### config.mk
export PLATFORM = sky130hd
export DESIGN_NAME = id_ex_reg
export DESIGN_NICKNAME = d
export VERILOG_FILES = /design/src/rtl/core_defs_pkg.sv /design/src/rtl/id_ex_reg_slot.sv /design/src/rtl/id_ex_reg.sv
export SDC_FILE = /design/constraint.sdc
export NUM_CORES = 1
export LEC_CHECK = 0
export ABC_CLOCK_PERIOD_IN_PS = 2500
export BUFFER_PORTS_ARGS = -buffer_cell sky130_fd_sc_hd__buf_2
export CAP_MARGIN = 20
export CORE_MARGIN = 1
export CORE_UTILIZATION = 52
export DETAILED_ROUTE_END_ITERATION = 7
export PLACE_DENSITY = 0.8
export RECOVER_POWER = 100
export SYNTH_ARGS = -nofsm -noshare
export SYNTH_HDL_FRONTEND = slang
export SYNTH_SLANG_ARGS = --single-unit
### constraint.sdc
create_clock -name clk -period 2.5 [get_ports clk]
set_input_delay 0.125 -clock clk [delete_from_list [all_inputs] [get_ports clk]]
set_output_delay 0.125 -clock clk [all_outputs]
set_load 0.005 [all_outputs]
### src/rtl/core_defs_pkg.sv
// core_defs: shared constants and payload type for the ID/EX boundary.
//   DEF_NOP_INST / DEF_RST_PC : bubble values seen by ex when no entry is held
//   OP_* / F3_*               : RV32I opcode and funct3 constants
//   id_ex_pld_t               : 134-bit decoded payload carried from id to ex
package core_defs;

  localparam logic [31:0] DEF_NOP_INST = 32'h0000_0013;  // addi x0,x0,0
  localparam logic [31:0] DEF_RST_PC   = 32'h0000_0000;

  localparam logic [6:0] OP_IMM    = 7'b0010011;
  localparam logic [6:0] OP_REG    = 7'b0110011;
  localparam logic [6:0] OP_LOAD   = 7'b0000011;
  localparam logic [6:0] OP_STORE  = 7'b0100011;
  localparam logic [6:0] OP_BRANCH = 7'b1100011;
  localparam logic [6:0] OP_JAL    = 7'b1101111;
  localparam logic [6:0] OP_JALR   = 7'b1100111;
  localparam logic [6:0] OP_LUI    = 7'b0110111;
  localparam logic [6:0] OP_AUIPC  = 7'b0010111;

  localparam logic [2:0] F3_ADD_SUB = 3'b000;
  localparam logic [2:0] F3_SLL     = 3'b001;
  localparam logic [2:0] F3_SLT     = 3'b010;
  localparam logic [2:0] F3_SLTU    = 3'b011;
  localparam logic [2:0] F3_XOR     = 3'b100;
  localparam logic [2:0] F3_SRL_SRA = 3'b101;
  localparam logic [2:0] F3_OR      = 3'b110;
  localparam logic [2:0] F3_AND     = 3'b111;

  localparam int PLD_W = 134;

  typedef struct packed {
    logic [31:0] inst;
    logic [31:0] inst_addr;
    logic [31:0] op1;
    logic [31:0] op2;
    logic [4:0]  rd_addr;
    logic        reg_wen;
  } id_ex_pld_t;

  // Payload ex sees while no valid entry is held.
  function automatic id_ex_pld_t bubble(input logic [31:0] nop, input logic [31:0] pc);
    id_ex_pld_t p;
    p           = '0;
    p.inst      = nop;
    p.inst_addr = pc;
    return p;
  endfunction

endpackage

### src/rtl/id_ex_reg_slot.sv
// id_ex_slot: one payload register plus its valid bit.
//   i_clear wins over i_load; a cleared slot holds CLR_VAL so that an empty
//   main slot already presents the bubble payload straight from its flops.
// Ports: clk, rst_n (async low), i_load, i_clear, i_data -> o_valid, o_data
module id_ex_slot
  import core_defs::*;
#(
  parameter logic [PLD_W-1:0] CLR_VAL = '0
) (
  input  logic             clk,
  input  logic             rst_n,
  input  logic             i_load,
  input  logic             i_clear,
  input  logic [PLD_W-1:0] i_data,
  output logic             o_valid,
  output logic [PLD_W-1:0] o_data
);

  logic             r_valid;
  logic [PLD_W-1:0] r_data;

  always_ff @(posedge clk or negedge rst_n) begin
    if (!rst_n) begin
      r_valid <= 1'b0;
      r_data  <= CLR_VAL;
    end else if (i_clear) begin
      r_valid <= 1'b0;
      r_data  <= CLR_VAL;
    end else if (i_load) begin
      r_valid <= 1'b1;
      r_data  <= i_data;
    end
  end

  assign o_valid = r_valid;
  assign o_data  = r_data;

endmodule

### src/rtl/id_ex_reg.sv
// id_ex_reg: ID/EX pipeline register with a 2-entry skid buffer.
//   id side : id_valid_i / id_ready_o, payload inst/inst_addr/op1/op2/rd/wen
//   ex side : ex_valid_o / ex_ready_i, same payload fields as *_o
//   flush_i : drops every held entry and any payload offered that cycle
//   stall_cnt_o : cycles with ex_valid_o & !ex_ready_i, present only when
//                 ID_EX_STALL_CNT_EN is defined (otherwise tied to zero)
// id_ready_o comes from the skid valid flop only, so ex_ready_i never
// reaches the id side combinationally.
module id_ex_reg
  import core_defs::*;
#(
  parameter logic [31:0] NOP_INST = DEF_NOP_INST,
  parameter logic [31:0] RST_PC   = DEF_RST_PC
) (
  input  logic        clk,
  input  logic        rst_n,
  input  logic        id_valid_i,
  output logic        id_ready_o,
  input  logic [31:0] inst_i,
  input  logic [31:0] inst_addr_i,
  input  logic [31:0] op1_i,
  input  logic [31:0] op2_i,
  input  logic [4:0]  rd_addr_i,
  input  logic        reg_wen_i,
  input  logic        flush_i,
  output logic        ex_valid_o,
  input  logic        ex_ready_i,
  output logic [31:0] inst_o,
  output logic [31:0] inst_addr_o,
  output logic [31:0] op1_o,
  output logic [31:0] op2_o,
  output logic [4:0]  rd_addr_o,
  output logic        reg_wen_o,
  output logic [31:0] stall_cnt_o
);

  localparam id_ex_pld_t BUBBLE = bubble(NOP_INST, RST_PC);

  id_ex_pld_t w_in, w_main_q, w_skid_q, w_main_d;
  logic       w_main_v, w_skid_v, w_acc, w_dlv;
  logic       w_main_ld, w_main_clr, w_skid_ld, w_skid_clr;

  assign w_in = '{inst: inst_i, inst_addr: inst_addr_i, op1: op1_i, op2: op2_i,
                  rd_addr: rd_addr_i, reg_wen: reg_wen_i};

  assign w_acc = id_valid_i & ~w_skid_v;
  assign w_dlv = w_main_v & ex_ready_i;

  // Main refills from skid when skid holds the older entry, else from id.
  assign w_main_d   = w_skid_v ? w_skid_q : w_in;
  assign w_main_ld  = ~flush_i & ((~w_main_v & w_acc) | (w_dlv & (w_skid_v | w_acc)));
  // Clearing main on a drain keeps the bubble values in the output flops.
  assign w_main_clr = flush_i | (w_dlv & ~w_skid_v & ~w_acc);
  assign w_skid_ld  = ~flush_i & w_main_v & ~w_skid_v & ~w_dlv & w_acc;
  assign w_skid_clr = flush_i | (w_skid_v & w_dlv);

  id_ex_slot #(.CLR_VAL(BUBBLE)) u_main (
    .clk(clk), .rst_n(rst_n), .i_load(w_main_ld), .i_clear(w_main_clr),
    .i_data(w_main_d), .o_valid(w_main_v), .o_data(w_main_q)
  );

  id_ex_slot #(.CLR_VAL(BUBBLE)) u_skid (
    .clk(clk), .rst_n(rst_n), .i_load(w_skid_ld), .i_clear(w_skid_clr),
    .i_data(w_in), .o_valid(w_skid_v), .o_data(w_skid_q)
  );

  assign id_ready_o  = ~w_skid_v;
  assign ex_valid_o  = w_main_v;
  assign inst_o      = w_main_q.inst;
  assign inst_addr_o = w_main_q.inst_addr;
  assign op1_o       = w_main_q.op1;
  assign op2_o       = w_main_q.op2;
  assign rd_addr_o   = w_main_q.rd_addr;
  assign reg_wen_o   = w_main_q.reg_wen;

`ifdef ID_EX_STALL_CNT_EN
  logic [31:0] r_stall_cnt;

  // Free-running wrap; flush leaves it alone so stall history survives.
  always_ff @(posedge clk or negedge rst_n) begin
    if (!rst_n)                     r_stall_cnt <= '0;
    else if (w_main_v & ~ex_ready_i) r_stall_cnt <= r_stall_cnt + 32'd1;
  end

  assign stall_cnt_o = r_stall_cnt;
`else
  assign stall_cnt_o = '0;
`endif

endmodule

# ---- Word level (Yosys, flattened, before mapping)
# Cells that the tools add are included.
dict set report classes {
  muxes 9
  n_bitwise 21
  reduce_logical 2
}
# op n
set ops {}
lappend ops {{$mux W134} 5}
lappend ops {{$and A1 B1 Y1} 12}
lappend ops {{$not A1 Y1} 5}
lappend ops {{$mux W1} 4}
lappend ops {{$or A1 B1 Y1} 4}
lappend ops {{$reduce_bool A2 Y1} 2}
dict set report word_totals {
  ff_bits 270
  out_inout_bits 168
}

# ---- Longest topological paths before layout
dict set report logic_depth {
  depth_word 8
  ltp_mapped 7
  depth_no_buf 3
}

# ---- Modules after synthesis
# A second synthesis with hierarchy kept.
dict set report hier_totals {
  hier_cells 1061
  area_unflattened_um2 13098.8
}
# mod instances cells_each area_per_inst_um2
set modules_own_cells {}
lappend modules_own_cells {id_ex_slot 2 435 5542.8}
lappend modules_own_cells {id_ex_reg 1 191 2013.2}

# ---- Least setup slack after synthesis
# No wires, ideal clock.
dict set report synth_path {
  path_kind {register to register}
  from {reg u_main.r_valid (netlist: u_main.o_valid)}
  to {reg u_skid.r_data[36] (netlist: u_skid.o_data[36])}
  setup_ns 0.065
  arrival_ns 1.686
  t_required_ns 2.435
  slack_ns 0.749
  path_stages_with_launch 7
  n_path_buf 3
  cell_sequence {dfrtp_1 -> buf_2 -> and4bb_1 -> a311oi_2 -> buf_2 -> buf_4 -> a22o_1}
}
dict set report synth_via {
  elab_chain_cells 5
}
# element line_no
set synth_rtl {}
lappend synth_rtl {{start, declared} id_ex_reg_slot.sv:19} ;# logic r_valid;
lappend synth_rtl {{start signal, assigned} id_ex_reg_slot.sv:24} ;# r_valid <= 1'b0;
lappend synth_rtl {{start signal, assigned} id_ex_reg_slot.sv:27} ;# r_valid <= 1'b0;
lappend synth_rtl {{start signal, assigned} id_ex_reg_slot.sv:30} ;# r_valid <= 1'b1;
lappend synth_rtl {{$and A1 B1 Y1 (on tied branches)} {id_ex_reg.sv:54, id_ex_reg.sv:47}}
lappend synth_rtl {{$and A1 B1 Y1 / $not A1 Y1 (equally long branches)} id_ex_reg.sv:54} ;# assign w_skid_ld = ~flush_i & w_main_v & ~w_skid_v & ~w_dlv & w_acc;
lappend synth_rtl {{$and A1 B1 Y1 (2 in a row)} id_ex_reg.sv:54}
lappend synth_rtl {{$reduce_bool A2 Y1 (no line)} --}
lappend synth_rtl {{end signal, assigned} id_ex_reg_slot.sv:31} ;# r_data <= i_data;
lappend synth_rtl {{end, declared} id_ex_reg_slot.sv:20} ;# logic [PLD_W-1:0] r_data;
# Parallel ways exist; a longest one is shown, timed or not.
# A chain may end at the register's enable or synchronous reset.

# ---- Worst setup path in the final report
dict set report layout_path {
  from {reg u_main.r_valid (netlist: u_main.o_valid)}
  to {reg u_skid.r_data[101] (netlist: u_skid.o_data[101])}
}
# Same word-level chain as after synthesis.

==> impl_metrics.json <==
{
  "status": "complete, no violations",
  "end_kind": "register",
  "start_kind": "register",
  "synth.distinct_cells": 23,
  "p_sw_mw": 2.51,
  "clk_pin_slew_ps": 70,
  "vias": 8636,
  "area_growth_pct": 33.6,
  "setup_violations": 0,
  "die_area_um2": 22000,
  "cts.sinks": 270,
  "slew_headroom": 0.267,
  "min_path_type": "in -> async",
  "syn_inst": 803,
  "synth_seq_area_share": 0.606,
  "p_leak_nw": 6.87,
  "place_inst": 1292,
  "cts_buffers": 28,
  "start_util": 0.531,
  "synth_top_area_frac": 0.592,
  "postCtsSetupBuffers": 0,
  "peakVddDrop_mv": 0.486,
  "cts_root_buf": "clkbuf_16",
  "final_cells": 1482,
  "via_per_inst": 5.83,
  "synth-seq-cells": 270,
  "tns_ps": 0,
  "skew_ps": 14.9,
  "clock_latency_ps": 530,
  "grt_antenna_before_repair": 0,
  "r2r_slack_ps": 350,
  "insertedDiodeCount": 0,
  "arrival_ps": 2590,
  "io_buffers": 274,
  "fillerInstances": 1388,
  "swShare": 0.244,
  "cp_max_fo": 69,
  "dr.first_iter.drc_count": 463,
  "yosysTopAreaCell": "dfrtp_1",
  "place.gp.congestion": 0.770,
  "yosys_warnings": 0,
  "chipWidth_um": 148,
  "fmax_mhz": 466,
  "setup.worst_path.class": "reg -> reg",
  "overflow": 0,
  "p_per_area_nw_per_um2": 690,
  "grt_util_met3": 0.0503,
  "cp.required_ps": 2950,
  "drc": 0,
  "grt.busiest_layer": "met2",
  "final_max_slew_viol_count": 0,
  "clock_path_buffers": 3,
  "grt.total_usage": 0.272,
  "synth.area.top_cells": "dfrtp_1 59%, mux2i_1 12%, a22o_1 10%",
  "htreeDepth": 1,
  "grt_pass1_wl_um": 47900,
  "cts_tree": "yes",
  "period_minus_slack_ps": 2150,
  "worst_slew_pin_slew_ps": 1100,
  "wl_per_cell_um": 20.4,
  "grtUsageMet2": 0.458,
  "dr.pass1.iters": 4,
  "grt_max_degree": 135,
  "synth_area_um2": 11200,
  "syn_area_per_cell_um2": 13.9,
  "core_um2": 21000,
  "nNetsFinal": 1324,
  "fin_crit_sh": 0.858,
  "intPower_mw": 7.78,
  "fp-row-count": 53,
  "maxCapViolCount": 0,
  "seqPwrFrac": 0.459,
  "dp_hpwl_um": 16000,
  "grtUsageMet1": 0.364,
  "combPwrFrac": 0.119,
  "rsz0062_at_grt": "false",
  "die_y_um": 148,
  "io_pins": 307,
  "clockPowerShare": 0.422,
  "final_hold_viol_count": 0,
  "grt_pass1_vias": 9063,
  "antenna_left": 0,
  "final_layout_size_suffix_gt1_frac": 0.213,
  "wl_um": 30200
}
## state kept, by name (all words and copies together) (netlist names)
register        flops
u_main.o_data     134
u_skid.o_data     134
u_main.o_valid      1
u_skid.o_valid      1
## worst max-delay path, stage by stage (launching register included)
cell and delay, ps:
dfrtp_1 480, and4bb_1 270, a311oi_1 640, buf_12 370, a22o_1 230
## cell usage in the layout (no fill, tap or decap), types with 2 or more instances in the layout
cell type / synthesis / routed
buf_2: 30 / 187
dfstp_2: 6 / 5
a22o_1: 131 / 131
nand2b_1: 2 / 2
buf_12: 0 / 9
a2bb2oi_1: 3 / 3
clkbuf_8: 0 / 7
o21ai_0: 2 / 2
bufinv_16: 0 / 3
inv_1: 5 / 5
o2bb2ai_1: 131 / 131
dfrtp_1: 264 / 264
clkinv_2: 0 / 6
conb_1: 1 / 32
clkbuf_1: 39 / 94
clkinvlp_4: 0 / 3
clkbuf_16: 0 / 29
o22a_1: 3 / 3
a21oi_1: 6 / 6
mux2i_1: 131 / 131
nor2_1: 3 / 3
dlygate4sd3_1: 0 / 138
## cell type report
cell class / count / area, µm² / area share
sequential: 270 / 6760 / 0.454
multi-input combinational: 451 / 3920 / 0.263
timing repair buffer: 429 / 2880 / 0.193
clock buffer: 39 / 833 / 0.0559
tap: 275 / 344 / 0.0231
clock inverter: 13 / 151 / 0.0102
inverter: 5 / 18.8 / 0.00126
## per-layer routing
layer / vias up / wire length [µm]
li1: 3781 / -
met1: 4432 / 12600
met5: - / 0
met3: 38 / 2100
met4: 0 / 422
met2: 385 / 15100
## power by group through the flow
| stage | sequential [mW] | clock, mW | combinational [mW] |
|---|---|---|---|
| after CTS | 4.72 | 4.42 | 1.24 |
| after global placement | 4.78 | 0 | 1.04 |
| after floorplan | 4.78 | 0 | 0.542 |
| after detailed placement | 4.78 | 0 | 1.07 |
| after global routing | 4.74 | 4.62 | 1.33 |
| final | 4.72 | 4.35 | 1.22 |
## final timing paths
kind | start | to | cells past startpoint
max in group asynchronous | rst_n | u_main.o_data[80] | 3
worst max-delay path | u_main.o_valid | u_skid.o_data[101] | 4
worst min register to register | u_main.o_data[125] | u_main.o_data[125] | 1
worst max register to register | u_main.o_valid | u_skid.o_data[101] | 4
min in group clk | inst_i[29] | u_skid.o_data[131] | 3
worst min-delay path | rst_n | u_skid.o_data[62] | 2
## stage by stage
stage	worst slack, ps	instance area [µm²]	power (mW)	hold WS (ps)	utilization
finish	354	14900	10.3	217	0.709
global route	279	14900	10.7	253	0.709
CTS	620	15100	10.4	212	0.718
detailed placement	675	12700	5.85	181	0.605
global placement	730	12700	5.83	178	0.605
floorplan	749	11300	5.32	-171	-
## timing repair
item	4_1_cts	5_1_grt
endpoints found under the hold margin	349	0
resized for setup	0	0
hold buffers	138	0
## cells by family (layout without fill, tap and decap cells)
group                  after synthesis  after routing  share of synthesized area
and+or+nand+nor                      9              9                    0.00471
AOI/OAI and AO/OA                  279            279                      0.217
buffers and inverters              113            486                     0.0542
muxes                              131            131                      0.118
DFF                                270            270                      0.606
other                                1             32                   0.000336
## cells in the mapped netlist (all sizes together)
| cell type | n |
|---|---|
| a21oi | 6 |
| a22o | 131 |
| nand2b | 2 |
| inv | 5 |
| o22a | 3 |
| dfrtp | 264 |
| a311oi | 1 |
| buf | 69 |
| a2bb2oi | 3 |
| nor2 | 3 |
| and4bb | 1 |
| o21a | 1 |
| nand2 | 1 |
| o2bb2ai | 131 |
| conb | 1 |
| clkbuf | 39 |
| nor2b | 2 |
| dfstp | 6 |
| a221o | 1 |
| o21ai | 2 |
| mux2i | 131 |
Power figures use the tool's default switching activity.
